`config.mk`:
```
export PLATFORM = sky130hd
export DESIGN_NAME = freq_window_capture
export DESIGN_NICKNAME = d
export VERILOG_FILES = /design/src/rtl/freq_window_capture.sv
export SDC_FILE = /design/constraint.sdc
export NUM_CORES = 1
export LEC_CHECK = 0
export ABC_AREA = 0
export CAP_MARGIN = 40
export CORE_MARGIN = 2
export CORE_UTILIZATION = 50
export CTS_CLUSTER_SIZE = 14
export DETAILED_ROUTE_END_ITERATION = 7
export HOLD_SLACK_MARGIN = 0.05
export PLACE_DENSITY = 0.72
export SYNTH_ARGS = -nofsm -noshare
export SYNTH_HDL_FRONTEND = slang
export SYNTH_SLANG_ARGS = --single-unit
```
`constraint.sdc`:
```
create_clock -name clock -period 2.4 [get_ports clock]
set_input_delay 0.36 -clock clock [delete_from_list [all_inputs] [get_ports clock]]
set_output_delay 0.36 -clock clock [all_outputs]
set_load 0.01 [all_outputs]
```
`src/rtl/freq_window_capture.sv`:
```
// rtl/freq_window_capture.sv - gated rising-edge counter (frequency meter) with result handshake
//
// Counts rising edges of an asynchronous input over a fixed window of
// GATE_CYCLES clock cycles. The result is held with a valid/ready
// handshake.
//
// Parameters
//   GATE_CYCLES  window length in clock cycles (2 .. 2^24)
//   CNT_W        edge counter / result width
//   CONTINUOUS   1: re-arm after every capture, 0: one window per start
//
// Ports
//   clock         system clock, rising edge
//   reset         asynchronous, active-low reset
//   sig_in        measured signal, asynchronous to clock
//   start         single-cycle request to begin one window (ignored unless idle)
//   result_ready  consumer accepts result
//   busy          window in progress or being captured
//   result_valid  result holds an unconsumed measurement
//   result        rising-edge count of the last completed window
//   overflow      last result saturated (qualified by result_valid)
//   dropped       one-cycle pulse: an unconsumed result was overwritten
module freq_window_capture #(
  parameter int GATE_CYCLES = 1000,
  parameter int CNT_W       = 32,
  parameter bit CONTINUOUS  = 1'b0
) (
  input  logic             clock,
  input  logic             reset,
  input  logic             sig_in,
  input  logic             start,
  input  logic             result_ready,
  output logic             busy,
  output logic             result_valid,
  output logic [CNT_W-1:0] result,
  output logic             overflow,
  output logic             dropped
);

  // Gate counter runs 0 .. GATE_CYCLES-1, so $clog2 bits always suffice.
  localparam int GATE_W = (GATE_CYCLES > 2) ? $clog2(GATE_CYCLES) : 1;
  localparam logic [GATE_W-1:0] GATE_LAST = GATE_W'(GATE_CYCLES - 1);

  typedef enum logic [1:0] {
    IDLE    = 2'd0,
    GATE    = 2'd1,
    CAPTURE = 2'd2
  } state_t;

  state_t state;
  state_t state_next;

  logic              sync1;
  logic              sync2;
  logic              sync3;
  logic              rise;
  logic [GATE_W-1:0] gate_cnt;
  logic [CNT_W-1:0]  edge_cnt;
  logic              ovf_acc;
  logic              gate_done;

  // Two-flop synchroniser plus one history flop for edge detection.
  always_ff @(posedge clock or negedge reset) begin
    if (!reset) begin
      sync1 <= 1'b0;
      sync2 <= 1'b0;
      sync3 <= 1'b0;
    end else begin
      sync1 <= sig_in;
      sync2 <= sync1;
      sync3 <= sync2;
    end
  end

  assign rise      = sync2 & ~sync3;
  assign gate_done = (gate_cnt == GATE_LAST);
  assign busy      = (state != IDLE);

  always_ff @(posedge clock or negedge reset) begin
    if (!reset) begin
      state <= IDLE;
    end else begin
      state <= state_next;
    end
  end

  always_comb begin
    state_next = state;
    case (state)
      IDLE: begin
        if (CONTINUOUS || start) begin
          state_next = GATE;
        end
      end
      GATE: begin
        if (gate_done) begin
          state_next = CAPTURE;
        end
      end
      CAPTURE: begin
        state_next = CONTINUOUS ? GATE : IDLE;
      end
      default: begin
        state_next = IDLE;
      end
    endcase
  end

  // Counters are held at zero outside GATE, which guarantees a clean start
  // on every GATE entry. CAPTURE still sees the final values because the
  // clear only lands on the edge that leaves CAPTURE.
  always_ff @(posedge clock or negedge reset) begin
    if (!reset) begin
      gate_cnt <= '0;
      edge_cnt <= '0;
      ovf_acc  <= 1'b0;
    end else if (state != GATE) begin
      gate_cnt <= '0;
      edge_cnt <= '0;
      ovf_acc  <= 1'b0;
    end else begin
      gate_cnt <= gate_cnt + GATE_W'(1);
      if (rise) begin
        if (edge_cnt == {CNT_W{1'b1}}) begin
          ovf_acc <= 1'b1;
        end else begin
          edge_cnt <= edge_cnt + CNT_W'(1);
        end
      end
    end
  end

  // Result holding register. A capture always wins over a handshake in the
  // same cycle, so result_valid stays set with the fresh data. dropped fires
  // only when the old result was neither consumed nor about to be.
  always_ff @(posedge clock or negedge reset) begin
    if (!reset) begin
      result       <= '0;
      overflow     <= 1'b0;
      result_valid <= 1'b0;
      dropped      <= 1'b0;
    end else begin
      dropped <= 1'b0;
      if (state == CAPTURE) begin
        result       <= edge_cnt;
        overflow     <= ovf_acc;
        result_valid <= 1'b1;
        dropped      <= result_valid & ~result_ready;
      end else if (result_valid && result_ready) begin
        result_valid <= 1'b0;
      end
    end
  end

endmodule

```
== Word level (Yosys, flattened, before mapping) ==
Index checks and enable logic that the tools add are counted.
Widths: inputs -> output; s select.
Cells by class
  bitwise gates (word level): 4
  add/sub/neg operators: 2
  multiplexer cells: 13
  reduce and logical (&&, ||, !) cells: 9
  equal/unequal tests: 8
Operator list (number)
  $mux 32: 3
  $add 32x1->32 const B: 1
  $eq 32x32->1 const B: 1
  $add 10x1->10 const B: 1
  $eq 10x10->1 const B: 1
  $mux 10: 1
  $reduce_bool 2->1: 4
  $mux 1: 6
  $ne 2x2->1 const B: 3
  $reduce_and 2->1: 3
  $mux 2: 2
  $pmux 2 s2: 1
  $and 1x1->1: 2
  $eq 2x1->1 const B: 1
  $eq 2x2->1 const B: 1
  $logic_not 2->1: 1
  $ne 2x1->1 const B: 1
  $not 1->1: 2
  $logic_and 1x1->1: 1
Word-level totals
  logic and storage cells: 47
  bits of input ports: 5
  output and inout bits: 36
  register bits: 83

== Depth between registers and ports, before layout ==
  depth after elaboration: 4
  mapped depth: 8

== Worst setup path before layout ==
Ideal clock, no wire load.
  kind: register to register
  start: register edge_cnt[24]
  end: register edge_cnt[31]
  data arrival time: 2.004 ns
  required time: 2.334 ns
  clock period less this slack: 2.070 ns
  path slack: 0.330 ns
  stages on the path, launching flop included: 6
  path through: dfrtp_1 nand4_2 or4_4 or4_4 or4_1 nand2_1
Between the ends
  word-level cells in the longest chain between the ends: 4
Ends and longest elaborated chain
  from (decl): RTL line 58  | logic [CNT_W-1:0] edge_cnt;
  from (signal assigned): RTL line 127  | edge_cnt <= edge_cnt + CNT_W'(1);
  $add 32x1->32: RTL line 127
  $mux 32: RTL line 124  | if (edge_cnt == {CNT_W{1'b1}}) begin
  $mux 32: RTL line 123  | if (rise) begin
  $mux 32: RTL line 117  | end else if (state != GATE) begin
Several ways; a longest one is shown, not always the timed one. The select of a mux whose other input is x is not followed.
A chain may end at the register's enable or synchronous reset.

== Final worst setup path ==
  start: register edge_cnt[19]
  end: register edge_cnt[31]
The elaborated chain is that of the path after synthesis.

==> flow_metrics.tcl <==
set metrics [dict create \
    outcome "completed" \
    swShare_pct 25.6 \
    drc 0 \
    drt_first_pass_iters 4 \
    timing.hold.ws_ns 0.355 \
    cp_top_family "simple AND/OR/NAND/NOR gates" \
    worst-path-buf-inv 0 \
    fin_nets 390 \
    setup_viol 0 \
    syn-cell-area_um2 3740 \
    fin_tns_setup_ns 0 \
    layout_commonest_cell "dfrtp_1" \
    synth-seq-area-share_pct 55.5 \
    max_stage_delay_ns 0.53 \
    worstSetupEndpoint "edge_cnt[31]" \
    yosysTopAreaCellShare_pct 55.5 \
    tightest_slew_ns 0.595 \
    initial_core_util_pct 51.6 \
    path_clk_slew_ns 0.07 \
    root_buffer "clkbuf_8" \
    power.density_nw_per_um2 615 \
    grt_use_total_pct 19.5 \
    avgSynthCellArea_um2 11.2 \
    holdPathStages 0 \
    fmax_ghz 0.447 \
    hold_viol 0 \
    slew_headroom_pct 60.3 \
    cap_viol_max_count 0 \
    cts_sinks 83 \
    vias 2790 \
    seq_power_share_pct 57.7 \
    crit_chain "nand4_1, or4_4, or4_4, or4_1, nand2_1" \
    p_leak_uw 0.00202 \
    rsz0062_at_grt "no" \
    area_growth_pct 20.5 \
    finalCriticalPeriod_ns 2.24 \
    intPower_uw 2060 \
    cts_tree "built" \
    grt_pass1_wl_um 12800 \
    worstSkewPairLatency_ns 0.36 \
    path_max_fanout 6 \
    synthCells 334 \
    netlist_top_cells_area "dfrtp_1 56%, mux2_2 9.9%, a21oi_1 3.1%, nand2_1 2.6%, or4_1 2.4%" \
    drtIter0Drc 163 \
    r2r-start "edge_cnt[19]" \
    routed_via_density 5.74 \
    drive_above_1_share_pct 18.9 \
    gp_congestion 0.855 \
    port_buffers 40 \
    worst-path-stages 5 \
    synthDistinctLibCells 39 \
    overflow 0 \
    drv_slew 0 \
    slowest_stage "or4_4" \
    ys_seq_elements 83 \
    dieWidth_um 90.5 \
    die-area_um2 8190 \
    ys_warn_count 0 \
    worstPathArrival_ns 2.53 \
    synth_nets 341 \
    critPathCaptureType "flop" \
    dp_hpwl_um 5160 \
    r2r-end "edge_cnt[31]" \
    critical_path.startpoint "edge_cnt[19]" \
    yosysTopAreaCell "dfrtp_1" \
    p_switching_uw 710 \
    skew_ns 0.00598 \
    totalWireLength_um 7420 \
    cts_buffers 9 \
    post-route-period-util_pct 93.1 \
    worstSetupPathType "flop to flop" \
    rows 31 \
    core_area_um2 7250 \
    grt_antenna_before_repair 0 \
    htreeDepth 3 \
    layout_common_cells "83 x dfrtp_1, 39 x clkdlybuf4s50_1, 33 x mux2_2, 26 x nand2_1, 23 x a21oi_1" \
    clk_path_buf_depth 2 \
    reg2regPathDepth 5 \
    worstHoldPathType "flop to flop" \
    power_frac_comb_pct 9.2 \
    grt_max_degree 48 \
    die_h_um 90.5 \
    r2r_slack_ns 0.16 \
    antenna_cells 0 \
    critPathRequiredTime_ns 2.70 \
    post_drt_wl_per_cell_um 15.3 \
    final_antenna_net_count 0 \
    critPathMostFrequentCell "or4_4" \
    ir_drop_mv 0.414 \
    worstSetupStartpointType "flop" \
    first_global_vias 2700 \
    boundaryPins 41 \
    p_clk_share_pct 33.1 \
]
==> final cells by class <==
cell class / count / area, um^2
clock buffer: 13 / 169
clock inverter: 2 / 10.0
fill: 605 / 2750
multi-input combinational: 235 / 1600
sequential: 83 / 2080
tap: 99 / 124
timing repair buffer: 54 / 531
==> power groups by stage <==
stage	clock network, uW	registers [uW]	logic (uW)
final	918	1600	254
after floorplan	0	1600	183
after detailed placement	0	1620	255
after global placement	0	1620	244
after global routing	1000	1620	298
after CTS	942	1600	259
==> per-stage QoR <==
| step | utilization (%) | total power, uW | instance area [um^2] | cells | setup WS, ns |
|---|---|---|---|---|---|
| floorplan | - | 1780 | 3740 | 334 | 0.330 |
| detailed placement | 59.5 | 1880 | 4310 | 470 | 0.170 |
| finish | 62.2 | 2770 | 4510 | 486 | 0.165 |
| global route | 62.2 | 2920 | 4510 | 486 | 0.0809 |
| global placement | 59.5 | 1860 | 4310 | 470 | 0.255 |
| CTS | 62.1 | 2800 | 4500 | 486 | 0.164 |
==> per-layer routing <==
metal / up-vias / share of wire, % / global-route usage [%]
met5: - / 0 / 0
met1: 1392 / 46 / 26.0
met3: 9 / 3.4 / 3.34
met2: 62 / 48 / 31.5
met4: 0 / 1.7 / 8.46
li1: 1327 / - / -
==> cells in the mapped netlist (all sizes together) <==
library cell / instances
a211oi: 1
a21oi: 23
a311oi: 1
a31o: 2
a31oi: 2
a41o: 2
and2: 3
and3: 12
and4: 2
buf: 5
clkbuf: 11
dfrtp: 83
ha: 2
mux2: 33
nand2: 26
nand2b: 3
nand3: 18
nand4: 10
nor2: 21
nor2b: 2
nor3: 2
nor4: 3
o211ai: 5
o21ai: 14
o31a: 1
o31ai: 6
or2: 1
or3: 14
or4: 15
xnor2: 6
xor2: 5
==> repair_timing <==
item / 4_1_cts / 5_1_grt
hold buffers: 1 / 0
setup buffers: 0 / 0
resized for setup: 0 / 1
endpoints found under the setup margin: 0 / 1
endpoints found under the hold margin: 46 / 0
==> worst min-delay path by stage <==
stage,from,endpoint,slack (ns)
after floorplan,reset,dropped,0.06
after detailed placement,sync1,sync2,0.34
final,sync1,sync2,0.35
after CTS,sync1,sync2,0.36
after global placement,sync1,sync2,0.34
after global routing,sync1,sync2,0.37
==> sequential cells by signal, indices dropped and copies added (netlist names) <==
| signal | flops |
|---|---|
| overflow | 1 |
| sync1 | 1 |
| edge_cnt | 32 |
| state | 2 |
| gate_cnt | 10 |
| sync3 | 1 |
| result_valid | 1 |
| sync2 | 1 |
| ovf_acc | 1 |
| dropped | 1 |
| result | 32 |
==> cells by family (layout without fill, tap and decap cells) <==
family,count (synthesis),in the layout,share of synthesized area [%]
xor gates and xnor gates,11,11,2.58
muxes,33,33,9.94
buffers and inverters,16,69,1.87
DFF,83,83,55.5
AOI/OAI and AO/OA,57,57,9.54
and+or+nand+nor,132,132,19.9
adders and majority gates,2,2,0.669
No activity file was read; power rests on OpenSTA's default activity.
